==> config.mk <==
export PLATFORM = sky130hd
export DESIGN_NAME = iobuf_turnaround_arb_flat
export DESIGN_NICKNAME = d
export VERILOG_FILES = /design/src/rtl/iobuf_turnaround_arb_pkg.sv /design/src/rtl/iobuf_turnaround_arb_if.sv /design/src/rtl/iobuf_turnaround_arb_rr_arb2.sv /design/src/rtl/iobuf_turnaround_arb.sv /design/src/flat_wrapper.sv
export SDC_FILE = /design/constraint.sdc
export NUM_CORES = 1
export LEC_CHECK = 0
export CAP_MARGIN = 15
export CORE_UTILIZATION = 46
export CTS_BUF_LIST = sky130_fd_sc_hd__clkbuf_8
export DETAILED_ROUTE_END_ITERATION = 7
export HOLD_SLACK_MARGIN = 0.06
export PLACE_DENSITY = 0.82
export SLEW_MARGIN = 25
export SYNTH_ARGS = -nofsm -noshare
export SYNTH_HDL_FRONTEND = slang
export SYNTH_SLANG_ARGS = --single-unit
==> constraint.sdc <==
create_clock -name clk -period 1.7 [get_ports clk]
set_input_delay 0.34 -clock clk [delete_from_list [all_inputs] [get_ports clk]]
set_output_delay 0.34 -clock clk [all_outputs]
set_load 0.03 [all_outputs]
==> src/rtl/iobuf_turnaround_arb_pkg.sv <==
// Shared types and helpers for the IOBUF turnaround arbiter.
// Holds state encodings, owner encoding and the counter-width helper.
package iobuf_turnaround_pkg;

  localparam int unsigned STATE_W = 2;

  localparam logic [STATE_W-1:0] ST_IDLE    = 2'd0;
  localparam logic [STATE_W-1:0] ST_DRIVE_A = 2'd1;
  localparam logic [STATE_W-1:0] ST_DRIVE_B = 2'd2;
  localparam logic [STATE_W-1:0] ST_TURN    = 2'd3;

  typedef enum logic {
    OWN_A = 1'b0,
    OWN_B = 1'b1
  } owner_e;

  // Width of a counter holding 0..n-1; never narrower than one bit.
  function automatic int unsigned cnt_w(input int unsigned n);
    return (n <= 1) ? 1 : $clog2(n);
  endfunction

endpackage

==> src/rtl/iobuf_turnaround_arb_if.sv <==
// Requester, pad and receive signals of the IOBUF turnaround arbiter.
// master = requester/pad side, slave = arbiter.
interface iobuf_turnaround_arb_if #(
  parameter int unsigned WIDTH = 8
);

  logic             req_a;
  logic [WIDTH-1:0] dat_a;
  logic             gnt_a;
  logic             req_b;
  logic [WIDTH-1:0] dat_b;
  logic             gnt_b;
  logic             rx_en;
  logic [WIDTH-1:0] pad_o;
  logic [WIDTH-1:0] pad_i;
  logic             pad_t;
  logic [WIDTH-1:0] rx_dat;
  logic             rx_vld;
  logic             busy;
  logic             err;

  modport master (
    output req_a, dat_a, req_b, dat_b, rx_en, pad_o,
    input  gnt_a, gnt_b, pad_i, pad_t, rx_dat, rx_vld, busy, err
  );

  modport slave (
    input  req_a, dat_a, req_b, dat_b, rx_en, pad_o,
    output gnt_a, gnt_b, pad_i, pad_t, rx_dat, rx_vld, busy, err
  );

endinterface

==> src/rtl/iobuf_turnaround_arb_rr_arb2.sv <==
// Two-request round-robin pick: a lone requester wins, a tie goes to
// whichever side did not own the bus last. Purely combinational.
module rr_arb2
  import iobuf_turnaround_pkg::*;
(
  input  logic [1:0] req,
  input  owner_e     last_owner,
  output logic [1:0] win_c,
  output logic       any_c
);

  assign win_c[0] = req[0] & (~req[1] | (last_owner == OWN_B));
  assign win_c[1] = req[1] & (~req[0] | (last_owner == OWN_A));
  assign any_c    = |req;

endmodule

==> src/rtl/iobuf_turnaround_arb.sv <==
// Shares one bidirectional IOBUF pad bus between requesters A and B with
// round-robin, capped bursts and TURN_CYC high-Z cycles between owners.
// Build option: IOBUF_TURNAROUND_ARB_LOOPBACK_CHK_EN adds a sticky pad loopback check on err.
module iobuf_turnaround_arb
  import iobuf_turnaround_pkg::*;
#(
  parameter int unsigned WIDTH     = 8,
  parameter int unsigned TURN_CYC  = 2,
  parameter int unsigned MAX_BURST = 16
) (
  input  logic                   clk,
  input  logic                   rst_n,
  iobuf_turnaround_arb_if.slave  bus
);

  localparam int unsigned BURST_W = cnt_w(MAX_BURST);
  localparam int unsigned TURN_W  = cnt_w(TURN_CYC);

  localparam logic [BURST_W-1:0] BURST_LAST = BURST_W'(MAX_BURST - 1);
  localparam logic [TURN_W-1:0]  TURN_LAST  = TURN_W'(TURN_CYC - 1);

  logic [STATE_W-1:0] state;
  logic [STATE_W-1:0] state_nxt;
  logic [STATE_W-1:0] pick_state;
  owner_e             last_owner;
  owner_e             last_owner_nxt;
  logic [BURST_W-1:0] burst_cnt;
  logic [BURST_W-1:0] burst_cnt_nxt;
  logic [TURN_W-1:0]  turn_cnt;
  logic [TURN_W-1:0]  turn_cnt_nxt;

  logic               gnt_a_nxt;
  logic               gnt_b_nxt;
  logic               busy_nxt;
  logic               pad_t_nxt;
  logic [WIDTH-1:0]   pad_i_nxt;
  logic               rx_vld_nxt;
  logic [WIDTH-1:0]   rx_dat_nxt;

  logic               beat_a;
  logic               beat_b;
  logic [1:0]         win;
  logic               any;

  rr_arb2 u_rr_arb2 (
    .req        ({bus.req_b, bus.req_a}),
    .last_owner (last_owner),
    .win_c      (win),
    .any_c      (any)
  );

  assign beat_a     = bus.gnt_a & bus.req_a;
  assign beat_b     = bus.gnt_b & bus.req_b;
  assign pick_state = win[0] ? ST_DRIVE_A : (win[1] ? ST_DRIVE_B : ST_IDLE);

  // Next state, counters and registered-output next values.
  always_comb begin
    state_nxt      = state;
    last_owner_nxt = last_owner;
    burst_cnt_nxt  = burst_cnt;
    turn_cnt_nxt   = turn_cnt;
    pad_t_nxt      = 1'b1;
    pad_i_nxt      = bus.pad_i;
    rx_vld_nxt     = bus.rx_en & bus.pad_t;
    rx_dat_nxt     = bus.rx_dat;

    case (state)
      ST_IDLE: begin
        if (any) state_nxt = pick_state;
      end
      ST_DRIVE_A: begin
        if (!bus.req_a || (burst_cnt == BURST_LAST)) begin
          state_nxt      = ST_TURN;
          last_owner_nxt = OWN_A;
          turn_cnt_nxt   = TURN_LAST;
          burst_cnt_nxt  = '0;
        end else begin
          burst_cnt_nxt  = burst_cnt + BURST_W'(1);
        end
      end
      ST_DRIVE_B: begin
        if (!bus.req_b || (burst_cnt == BURST_LAST)) begin
          state_nxt      = ST_TURN;
          last_owner_nxt = OWN_B;
          turn_cnt_nxt   = TURN_LAST;
          burst_cnt_nxt  = '0;
        end else begin
          burst_cnt_nxt  = burst_cnt + BURST_W'(1);
        end
      end
      ST_TURN: begin
        // Bus stays high-Z until the turnaround count has fully expired.
        if (turn_cnt == '0) begin
          state_nxt = any ? pick_state : ST_IDLE;
        end else begin
          turn_cnt_nxt = turn_cnt - TURN_W'(1);
        end
      end
      default: state_nxt = ST_IDLE;
    endcase

    if (beat_a) begin
      pad_t_nxt = 1'b0;
      pad_i_nxt = bus.dat_a;
    end else if (beat_b) begin
      pad_t_nxt = 1'b0;
      pad_i_nxt = bus.dat_b;
    end

    if (rx_vld_nxt) rx_dat_nxt = bus.pad_o;
  end

  assign gnt_a_nxt = (state_nxt == ST_DRIVE_A);
  assign gnt_b_nxt = (state_nxt == ST_DRIVE_B);
  assign busy_nxt  = (state_nxt != ST_IDLE);

  // Async reset releases the pad immediately, independent of clk.
  always_ff @(posedge clk or negedge rst_n) begin
    if (!rst_n) begin
      state      <= ST_IDLE;
      last_owner <= OWN_B;
      burst_cnt  <= '0;
      turn_cnt   <= '0;
      bus.gnt_a  <= 1'b0;
      bus.gnt_b  <= 1'b0;
      bus.busy   <= 1'b0;
      bus.pad_t  <= 1'b1;
      bus.pad_i  <= '0;
      bus.rx_vld <= 1'b0;
      bus.rx_dat <= '0;
    end else begin
      state      <= state_nxt;
      last_owner <= last_owner_nxt;
      burst_cnt  <= burst_cnt_nxt;
      turn_cnt   <= turn_cnt_nxt;
      bus.gnt_a  <= gnt_a_nxt;
      bus.gnt_b  <= gnt_b_nxt;
      bus.busy   <= busy_nxt;
      bus.pad_t  <= pad_t_nxt;
      bus.pad_i  <= pad_i_nxt;
      bus.rx_vld <= rx_vld_nxt;
      bus.rx_dat <= rx_dat_nxt;
    end
  end

`ifdef IOBUF_TURNAROUND_ARB_LOOPBACK_CHK_EN
  // Sticky flag: a driven pad that does not read back what we drive.
  always_ff @(posedge clk or negedge rst_n) begin
    if (!rst_n) begin
      bus.err <= 1'b0;
    end else if (!bus.pad_t && (bus.pad_o != bus.pad_i)) begin
      bus.err <= 1'b1;
    end
  end
`else
  assign bus.err = 1'b0;
`endif

endmodule

==> src/flat_wrapper.sv <==
// flat-port wrapper written by rule: the top's interface ports become plain ports
module iobuf_turnaround_arb_flat import iobuf_turnaround_pkg::*;
#(
  parameter int unsigned WIDTH     = 8,
  parameter int unsigned TURN_CYC  = 2,
  parameter int unsigned MAX_BURST = 16
)
  (clk, rst_n, bus_req_a, bus_dat_a, bus_req_b, bus_dat_b, bus_rx_en, bus_pad_o, bus_gnt_a, bus_gnt_b, bus_pad_i, bus_pad_t, bus_rx_dat, bus_rx_vld, bus_busy, bus_err);
  iobuf_turnaround_arb_if #(.WIDTH(WIDTH)) bus_i ();
  input  logic clk;
  input  logic rst_n;
  input wire logic [$bits(bus_i.req_a)-1:0] bus_req_a;
  input wire logic [$bits(bus_i.dat_a)-1:0] bus_dat_a;
  input wire logic [$bits(bus_i.req_b)-1:0] bus_req_b;
  input wire logic [$bits(bus_i.dat_b)-1:0] bus_dat_b;
  input wire logic [$bits(bus_i.rx_en)-1:0] bus_rx_en;
  input wire logic [$bits(bus_i.pad_o)-1:0] bus_pad_o;
  output wire logic [$bits(bus_i.gnt_a)-1:0] bus_gnt_a;
  output wire logic [$bits(bus_i.gnt_b)-1:0] bus_gnt_b;
  output wire logic [$bits(bus_i.pad_i)-1:0] bus_pad_i;
  output wire logic [$bits(bus_i.pad_t)-1:0] bus_pad_t;
  output wire logic [$bits(bus_i.rx_dat)-1:0] bus_rx_dat;
  output wire logic [$bits(bus_i.rx_vld)-1:0] bus_rx_vld;
  output wire logic [$bits(bus_i.busy)-1:0] bus_busy;
  output wire logic [$bits(bus_i.err)-1:0] bus_err;
  assign bus_i.req_a = bus_req_a;
  assign bus_i.dat_a = bus_dat_a;
  assign bus_i.req_b = bus_req_b;
  assign bus_i.dat_b = bus_dat_b;
  assign bus_i.rx_en = bus_rx_en;
  assign bus_i.pad_o = bus_pad_o;
  assign bus_gnt_a = bus_i.gnt_a;
  assign bus_gnt_b = bus_i.gnt_b;
  assign bus_pad_i = bus_i.pad_i;
  assign bus_pad_t = bus_i.pad_t;
  assign bus_rx_dat = bus_i.rx_dat;
  assign bus_rx_vld = bus_i.rx_vld;
  assign bus_busy = bus_i.busy;
  assign bus_err = bus_i.err;
  iobuf_turnaround_arb #(.WIDTH(WIDTH), .TURN_CYC(TURN_CYC), .MAX_BURST(MAX_BURST)) u_core (.clk(clk), .rst_n(rst_n), .bus(bus_i));
endmodule
==> run metrics, run 1 <==
status=finished, violations left; failing checks=DRC; synth warn=0; Synth top area share=between 40% and 50%; Netlist cell types=34; CP endpoint=bus_pad_i[1]; H-tree depth=2; RSZ-0062 raised after global routing=no; r2r endpoint=u_core.bus.busy; DIE WIDTH=~57 um; post-route ant nets=0; Die ar.=around 3300 um^2; Hold Fails Final Rpt=0; FMAX=around 610 MHz; commonest cells in the netlist=27 x dfrtp_1, 14 x nand2_1, 12 x o21ai_0, 10 x mux2i_1, 8 x mux2_2; EDFF count, synth=0; skew final=approximately 0.0043 ns; Final Slew Violations=0; GRT Total Usage=around 22%; Crit path max-delay family=buffers and inverters; Seq/Total Area, Yosys=between 50% and 60%; peak supply drop=roughly 0.0012 V; vias per cell=around 5.4; Syn-to-layout area delta=52.3%; slowest CP cell=clkdlybuf4s50_1; r2r setup slk=roughly 0.1 ns; Max Buffers Root-to-Sink=2; Setup WS pre-CTS=-0.0840 ns; clock sink count=29; CTS tree=yes; R2R cell count=6; worst path buffer plus inverter count=1; Setup TNS=0 ns; die height=57.1 um; largest net degree at the start of global routing=18; Sequential Power Share=around 30%; diode count=0; sw frac=between 30% and 40%; Port-buffer cells=49; initial antenna violation count=0; critical path required time=about 1.4 ns; Worst R2R Start=u_core.state[0]; total grt overflow=0; power share of the clock group=a little over a fifth; Setup crit end kind=output pin; WS Path Type=reg -> out; routed vias=1179; worst setup margin=~0.047 ns; vias in the first global route=1201; Comb pwr share=approximately half; worst hold slack=0.304 ns; Critical Path, Cell by Cell=clkdlybuf4s50_1; Wirelength per Cell=around 15 um; power density cells=roughly 1900 nW/um^2; worst stage delay on the critical path=0.68 ns; cells after synthesis=about 130; worst min path class=in -> async; core footprint=between 2000 and 3000 um^2; Pleak=approximately 0.96 nW; Mean Syn Cell Area=11.1 um^2; Design Area, Final=roughly 2100 um^2; Synth Register Bits=29; DR DRC count=14; Synth Flop Type=dfrtp_1; FFs w/ async S/R, synth=100%; CP Launch Type=register; WP depth=1; Routed WL=between 3 and 4 mm; Clock Tree Root=clkbuf_8; Final HPWL DP=between 2 and 2.5 mm; Max Cap Viol=0; fin crit share=a little over nine tenths; clock period minus worst slack=around 1.7 ns; internal power=2.46 mW; syn nets=160; hold bufs inserted after CTS=0; Rows=19; NetSw=around 1.5 mW; Crit Path Max Fanout=2; post-synth top area cell=dfrtp_1; initial DRC count=53; most frequent cell after synthesis=dfrtp_1; Nets=between 200 and 250; Worst-path clk slew=0.06 ns; clk_lat worst skew=0.27 ns; area of placed instances=roughly 2000 um^2; Post-Syn Area=roughly 1400 um^2; # IOs=51; first-pass GRT wire length=5.24 mm; total CTS buffers=5; layout cell share with drive strength beyond 1=16.6%; Pwr Total=approximately 3.9 mW; 1st-pass router iterations=6; Starting Density=a little under 50%; top post-synthesis cells by area=dfrtp_1 48%, mux2i_1 7.2%, mux2_2 6.4%, ha_1 4.5%, o21ai_0 4.3%; endpoints failing setup=0; crit path launch=u_core.bus.pad_i[1]; routability-driven placement congestion ratio=0.963; Arr. time, crit path=1.31 ns
[power by group through the flow]
stage          clock network (mW)  registers (mW)  logic (mW)
2_1_floorplan                   0            1.55       0.821
3_3_place_gp                    0            1.17        1.84
3_5_place_dp                    0            1.19        1.90
4_1_cts                     0.844            1.18        1.93
5_1_grt                     0.878            1.20        2.09
6_report                    0.829            1.17        1.95
[layer usage]
layer | global-route usage, % | vias to the layer above | share of wire [%]
met1 | 23.9 | 548 | 39
li1 | - | 562 | -
met4 | 10.8 | 0 | 4.0
met3 | 6.58 | 13 | 7.5
met5 | 0 | - | 0
met2 | 37.8 | 56 | 49
[worst min-delay path by stage]
stage | slack [ns] | start | cells after the start | end
2_1_floorplan | 0.04 | rst_n | 0 | u_core.burst_cnt[0]
3_3_place_gp | 0.46 | u_core.bus.gnt_b | 1 | u_core.bus.pad_t
3_5_place_dp | 0.46 | u_core.bus.gnt_b | 1 | u_core.bus.pad_t
4_1_cts | 0.31 | rst_n | 1 | u_core.bus.rx_dat[5]
5_1_grt | 0.31 | rst_n | 1 | u_core.bus.rx_dat[5]
6_report | 0.30 | rst_n | 1 | u_core.bus.rx_vld
[cells in the final DEF, fill, tap and decap left out, types with 4 or more instances in the layout]
master	n
a21oi_1	4
ha_1	5
inv_1	6
nor2_1	4
mux2i_1	10
o21ai_0	12
clkbuf_8	5
nand2_1	14
dfrtp_1	27
clkdlybuf4s50_1	47
nand3_1	4
buf_4	7
nand2b_1	4
mux2_2	8
[final cells by class]
| cell class | count | area [um^2] |
|---|---|---|
| repair buffers | 58 | 584 |
| clock buffers | 5 | 68.8 |
| flip-flops and latches | 29 | 728 |
| clock inverters | 3 | 65.1 |
| well taps | 31 | 38.8 |
| multi-input cells | 86 | 621 |
| inverters | 6 | 22.5 |
| fillers | 181 | 701 |
[registers in the layout (all words and copies together), names as in the netlist]
name and flops:
u_core.state 2, u_core.turn_cnt 1, u_core.bus.busy 1, u_core.bus.rx_vld 1, u_core.bus.gnt_a 1, u_core.bus.pad_t 1, u_core.last_owner 1, u_core.bus.rx_dat 8
u_core.bus.gnt_b 1, u_core.bus.pad_i 8, u_core.burst_cnt 4
[stage by stage]
stage | util (%) | instances
final | 75.2 | 218
after global routing | 75.2 | 218
after CTS | 74.7 | 217
after detailed placement | 70.0 | 209
after global placement | 70.0 | 209
after floorplan | - | 126
[what timing repair did]
action / in CTS / in global routing
pin swaps: 0 / 1
endpoints found under the hold margin: 0 / 0
resized for setup: 1 / 2
buffers inserted: 0 / 1
endpoints found under the setup margin: 1 / 7
[logic make-up after synthesis]
group | share of synthesized area, %
flip-flops | 52.1
other | 0.268
AND/OR/NAND/NOR | 9.85
AO/OA/AOI/OAI | 15.8
adder cells (fa/ha/maj) | 4.48
buffers and inverters | 3.94
multiplexers | 13.6
Power figures use the tool's default switching activity.
==> run 2: changes to the inputs <==
--- a/config.mk
+++ b/config.mk
@@ -6,11 +6,11 @@
 export NUM_CORES = 1
 export LEC_CHECK = 0
 export CAP_MARGIN = 15
-export CORE_UTILIZATION = 46
+export CORE_UTILIZATION = 41
 export CTS_BUF_LIST = sky130_fd_sc_hd__clkbuf_8
 export DETAILED_ROUTE_END_ITERATION = 7
 export HOLD_SLACK_MARGIN = 0.06
-export PLACE_DENSITY = 0.82
+export PLACE_DENSITY = 0.78
 export SLEW_MARGIN = 25
 export SYNTH_ARGS = -nofsm -noshare
 export SYNTH_HDL_FRONTEND = slang
==> constraint.sdc (replaced) <==
create_clock -name clk -period 1.5 [get_ports clk]
set_input_delay 0.3 -clock clk [delete_from_list [all_inputs] [get_ports clk]]
set_output_delay 0.3 -clock clk [all_outputs]
set_load 0.03 [all_outputs]
==> run 2 against run 1 <==
  * The run ends with setup timing left
  * Clock-buffer cell count unchanged
  * Utilization shrank 3.2 points
  * Total power up 13%
  * Global-route usage shrank 1.6 points
  * Worst hold slack improved by 0.055 ns
  * Critical path type is now reg -> reg
  * Critical endpoint is now u_core.bus.busy
==> run metrics, run 2 (same netlist as run 1, synthesis figures left out) <==
status=finished, violations left (unchanged); first-pass GRT wire length=5.28 mm (was 5.24 mm); Design Area, Final=2270 um^2 (was 2130 um^2); DIE WIDTH=60.4 um (was 57.1 um); Placed Instances=232 (was 209); Comb pwr share=55.7% (was 49.4%); total CTS buffers=5 (unchanged); Sequential Power Share=30.2% (was 29.6%); sw frac=42.1% (was 37.8%); largest net degree at the start of global routing=30 (was 18); Final Instance Count excl. Fillers=243 (was 218); Clock Tree Root=clkbuf_8 (unchanged); Setup crit end kind=register (was output pin); most frequent cells in the layout=26 x clkdlybuf4s50_1, 25 x dfrtp_1, 20 x dlygate4sd2_1, 15 x buf_4, 13 x nand2_1 (was 47 x clkdlybuf4s50_1, 27 x dfrtp_1, 14 x nand2_1, 12 x o21ai_0, 10 x mux2i_1); GRT Total Usage=20.0% (was 21.6%); Final Slew Violations=0 (unchanged); post-route ant nets=0 (unchanged); layout cell share with drive strength beyond 1=31.2% (was 16.6%); Pleak=1.05 nW (was 0.963 nW); 1st-pass router iterations=6 (unchanged); worst path buffer plus inverter count=1 (unchanged); Hold Fails Final Rpt=0 (unchanged); routability-driven placement congestion ratio=0.917 (was 0.963); # IOs=51 (unchanged); fin crit share=102%; biggest regs=u_core.bus.pad_i (8), u_core.bus.rx_dat (8), u_core.burst_cnt (4) (unchanged); FMAX=654 MHz; diode count=0 (unchanged); endpoints failing setup=1 (was 0); vias per cell=4.97 (was 5.41); NetSw=1.88 mW (was 1.49 mW); internal power=2.58 mW (was 2.46 mW); area of placed instances=2080 um^2 (was 1980 um^2); RSZ-0062 raised after global routing=yes (was no); H-tree depth=2 (unchanged); clock sink count=29 (unchanged); Wirelength per Cell=14.6 um (was 15.2 um); Routed WL=3.54 mm (was 3.31 mm); Port-buffer cells=49 (unchanged); CP Launch Type=register (unchanged); worst min path class=in -> reg (was in -> async); skew final=0.00558 ns (was 0.00433 ns); Max Buffers Root-to-Sink=2 (unchanged); Starting Density=44.3% (was 49.4%); routed vias=1207 (was 1179); power share of the clock group=14.1% (was 21.0%); failing checks=setup timing (was DRC); Crit path max-delay family=compound AO/OA/AOI/OAI gates (was buffers and inverters); WS Path Type=reg -> reg (was reg -> out); Arr. time, crit path=1.68 ns (was 1.31 ns); clock period minus worst slack=between 1.5 and 2 ns; critical path required time=1.65 ns (was 1.36 ns); Syn-to-layout area delta=62.4% (was 52.3%); core footprint=3150 um^2 (was 2830 um^2); peak supply drop=0.00111 V (was 0.00117 V); initial DRC count=31 (was 53); Max Cap Viol=0 (unchanged); worst setup margin=-0.0282 ns (was 0.0474 ns); Rows=20 (was 19); commonest non-fill, non-tap cell in the layout=clkdlybuf4s50_1 (unchanged); initial antenna violation count=0 (unchanged); slowest CP cell=dfrtp_2 (was clkdlybuf4s50_1); die height=60.4 um (was 57.1 um); Nets=232 (was 220); DR DRC count=0 (was 14); Die ar.=3650 um^2 (was 3260 um^2); total grt overflow=0 (unchanged); Critical Path, Cell by Cell=buf_6 > ha_4 > nand2b_1 > o21ai_2 > o31a_1 > o21bai_1 (was clkdlybuf4s50_1); Worst-path clk slew=0.07 ns (was 0.06 ns); power density cells=1960 nW/um^2 (was 1850 nW/um^2); clk_lat worst skew=0.28 ns (was 0.27 ns); vias in the first global route=1230 (was 1201); Crit Path Max Fanout=4 (was 2); Final HPWL DP=2.57 mm (was 2.46 mm); CTS tree=yes (unchanged); worst stage delay on the critical path=0.45 ns (was 0.68 ns)
==> run 2: changes by cell type in the layout (fill, tap and decap cells not counted), moves of 3 or more <==
cell,change
clkdlybuf4s50_1,-21
buf_4,+8
ha_2,+3
ha_1,-5
inv_1,-3
dlygate4sd2_1,+19
buf_6,+3
==> run 2: cell type report <==
| class | count | area (um^2) |
|---|---|---|
| repair buffers | 70 | 672 |
| clock buffers | 5 | 68.8 |
| clock inverters | 3 | 17.5 |
| inverters | 6 | 25.0 |
| multi-input cells | 86 | 701 |
| fillers | 226 | 883 |
| flip-flops and latches | 29 | 731 |
| well taps | 44 | 55.1 |
==> run 2: worst paths after layout <==
path,endpoint,slack [ns],from,depth (start not counted)
max,u_core.bus.busy,-0.03,u_core.state[1],6
min,u_core.bus.pad_t,0.36,bus_req_b,3
max reg2reg,u_core.bus.busy,-0.03,u_core.state[1],6
min reg2reg,u_core.bus.pad_t,0.45,u_core.bus.gnt_b,1
max in group asynchronous,u_core.last_owner,0.89,rst_n,2
min in group asynchronous,u_core.bus.rx_dat[5],0.37,rst_n,2
==> run 2: through the flow <==
step           setup WS (ns)  hold WS (ns)  total power, mW  TNS [ns]  util [%]
4_1_cts             0.000331         0.381             4.35         0      70.5
3_3_place_gp          -0.215         0.452             3.58     -1.69      66.1
2_1_floorplan         0.0398       0.00441             2.69         0         -
5_1_grt              -0.0673         0.385             4.74    -0.209      72.0
6_report             -0.0282         0.359             4.46   -0.0282      72.0
3_5_place_dp          -0.300         0.456             3.69     -2.83      66.1
==> run 2: what timing repair did <==
action                                  CTS  global route
gates resized for setup                  40            13
endpoints found under the setup margin   28             9
pin swaps                                 6             4
hold buffers                              0             0
buffers inserted                          2             1
==> run 2: tightest hold or removal path: stages <==
cell and delay (ns):
dlymetal6s2s_1 0.15, buf_4 0.13, a21oi_1 0.06
==> run 2: metal layers <==
metal | global-route usage (%) | share of wire (%)
met1 | 20.7 | 38
met2 | 36.1 | 52
met3 | 8.53 | 7.7
met4 | 6.98 | 1.7
met5 | 0 | 0
==> run 2: power groups by stage <==
stage / Sequential, mW / Combinational [mW] / Clock, mW
6_report: 1.34 / 2.48 / 0.630
5_1_grt: 1.38 / 2.67 / 0.686
4_1_cts: 1.33 / 2.38 / 0.643
3_5_place_dp: 1.34 / 2.35 / 0
3_3_place_gp: 1.31 / 2.26 / 0
2_1_floorplan: 1.76 / 0.931 / 0
==> run 3: changes to the inputs <==
--- a/config.mk
+++ b/config.mk
@@ -6,6 +6,7 @@
 export NUM_CORES = 1
 export LEC_CHECK = 0
 export CAP_MARGIN = 15
+export CORE_ASPECT_RATIO = 0.6
 export CORE_UTILIZATION = 41
 export CTS_BUF_LIST = sky130_fd_sc_hd__clkbuf_8
 export DETAILED_ROUTE_END_ITERATION = 7
==> run 3 against run 2 <==
  * The run still ends with setup timing left
  * Die area up 0.21%
  * Global-route usage up 0.22 points
  * Combinational power up 4%
  * Routed wire length up 7.2%
==> run metrics, run 3 (same netlist as run 1, synthesis figures left out) <==
r2r endpoint=u_core.bus.busy (unchanged); Clock Tree Root=clkbuf_8 (unchanged); biggest regs=u_core.bus.pad_i (8), u_core.bus.rx_dat (8), u_core.burst_cnt (4) (unchanged); endpoints failing setup=5 (was 1); initial DRC count=35 (was 31); Fillers=211 (was 226); Final Slew Violations=0 (unchanged); first-pass GRT wire length=5.46 mm (was 5.28 mm); r2r setup slk=-0.09 ns (was -0.03 ns); Arr. time, crit path=1.74 ns (was 1.68 ns); Setup WS pre-CTS=-0.289 ns (was -0.300 ns); routed vias=1222 (was 1207); layout cell share with drive strength beyond 1=28.6% (was 31.2%); Setup TNS=-0.117 ns (was -0.0282 ns); clock sink count=29 (unchanged); Hold Fails Final Rpt=0 (unchanged); Max Cap Viol=0 (unchanged); clk_lat worst skew=0.28 ns (about the same); worst setup margin=-0.0900 ns (was -0.0282 ns); Max Buffers Root-to-Sink=2 (unchanged); critical path required time=1.65 ns (about the same); fin crit share=106% (was 102%); post-route ant nets=0 (unchanged); Worst R2R Start=u_core.state[1] (unchanged); vias in the first global route=1131 (was 1230); # IOs=51 (unchanged); DIE WIDTH=77.4 um (was 60.4 um); core footprint=3060 um^2 (was 3150 um^2); die height=47.2 um (was 60.4 um); Routed WL=3.79 mm (was 3.54 mm); total CTS buffers=5 (unchanged); Worst-path clk slew=0.06 ns (was 0.07 ns); hold bufs inserted after CTS=0 (unchanged); clock period minus worst slack=1.59 ns (was 1.53 ns); Rows=15 (was 20); Final Instance Count excl. Fillers=238 (was 243); CTS tree=yes (unchanged); Setup crit end kind=register (unchanged); FMAX=629 MHz (was 654 MHz); largest net degree at the start of global routing=30 (unchanged); diode count=0 (unchanged); R2R cell count=6 (unchanged); 1st-pass router iterations=4 (was 6); skew final=0.00521 ns (was 0.00558 ns); peak supply drop=0.000989 V (was 0.00111 V); most frequent cells in the layout=27 x clkdlybuf4s50_1, 25 x dfrtp_1, 21 x dlygate4sd2_1, 13 x nand2_1, 13 x buf_4 (was 26 x clkdlybuf4s50_1, 25 x dfrtp_1, 20 x dlygate4sd2_1, 15 x buf_4, 13 x nand2_1); status=finished, violations left (unchanged); Port-buffer cells=49 (unchanged); GRT Total Usage=20.2% (was 20.0%); DR DRC count=0 (unchanged); initial antenna violation count=0 (unchanged); worst min path class=in -> async (was in -> reg); post-layout util=73.8% (was 72.0%); routability-driven placement congestion ratio=0.940 (was 0.917); Die ar.=3650 um^2 (about the same); Starting Density=45.7% (was 44.3%); power density cells=2000 nW/um^2 (was 1960 nW/um^2); RSZ-0062 raised after global routing=yes (unchanged); Crit Path Max Fanout=4 (unchanged); H-tree depth=2 (unchanged); total grt overflow=0 (unchanged); Nets=229 (was 232); Wirelength per Cell=15.9 um (was 14.6 um); failing checks=setup timing (unchanged); commonest non-fill, non-tap cell in the layout=clkdlybuf4s50_1 (unchanged); vias per cell=5.13 (was 4.97); Final HPWL DP=2.51 mm (was 2.57 mm); WS Path Type=reg -> reg (unchanged); Placed Instances=223 (was 232); Syn-to-layout area delta=61.5% (was 62.4%); CP Launch Type=register (unchanged); Pleak=1.03 nW (was 1.05 nW)
-- run 3: timing repair --
item | CTS | global route
endpoints found under the setup margin | 29 | 8
pin swaps | 3 | 5
cloned | 0 | 0
setup buffers | 4 | 3
resized for setup | 33 | 20
-- run 3: worst max path at each step --
stage / depth (start not counted) / end / slack [ns] / startpoint
final: 6 / u_core.bus.busy / -0.09 / u_core.state[1]
after global routing: 5 / u_core.bus.busy / -0.10 / u_core.state[1]
after CTS: 6 / u_core.bus.gnt_a / -0.003 / u_core.state[0]
after detailed placement: 5 / u_core.bus.busy / -0.29 / bus_req_b
after global placement: 5 / u_core.bus.busy / -0.18 / bus_req_a
after floorplan: 6 / u_core.bus.busy / 0.04 / u_core.state[0]
-- run 3: stage by stage --
| step | cell area, um^2 | hold slack (ns) | total power [mW] |
|---|---|---|---|
| 2_1_floorplan | 1400 | 0.00441 | 2.69 |
| 3_3_place_gp | 2010 | 0.442 | 3.47 |
| 3_5_place_dp | 2010 | 0.446 | 3.58 |
| 4_1_cts | 2150 | 0.398 | 4.20 |
| 5_1_grt | 2260 | 0.398 | 4.75 |
| 6_report | 2260 | 0.393 | 4.52 |
-- run 3: final cells by class --
cell class | instances | area (um^2) | share of cell area (%)
clock inverter | 3 | 11.3 | 0.499
clock buffer | 5 | 68.8 | 3.05
tap | 42 | 52.6 | 2.33
timing repair buffer | 67 | 637 | 28.2
sequential | 29 | 731 | 32.4
inverter | 6 | 27.5 | 1.22
multi-input combinational | 86 | 729 | 32.3
-- run 3: worst max-delay path, cell delays in order (launching register included) --
cell and delay (ns):
dfrtp_2 0.43, buf_6 0.13, ha_4 0.19, inv_4 0.07, a41oi_2 0.13, o31a_1 0.33, o21bai_1 0.18
-- run 3: layer usage --
metal | global-route usage [%] | routed length, um | share of wire, % | vias up
met5 | 0 | 0 | 0 | -
met1 | 24.8 | 1650 | 43 | 577
met4 | 6.42 | 66 | 1.7 | 0
met2 | 34.5 | 1810 | 48 | 57
met3 | 7.57 | 270 | 7.1 | 10
li1 | - | - | - | 578
-- run 3: power by group --
part	internal, mW	switching, mW
Combinational	1.15	1.43
Sequential	1.13	0.223
Clock	0.308	0.278
Total	2.59	1.93
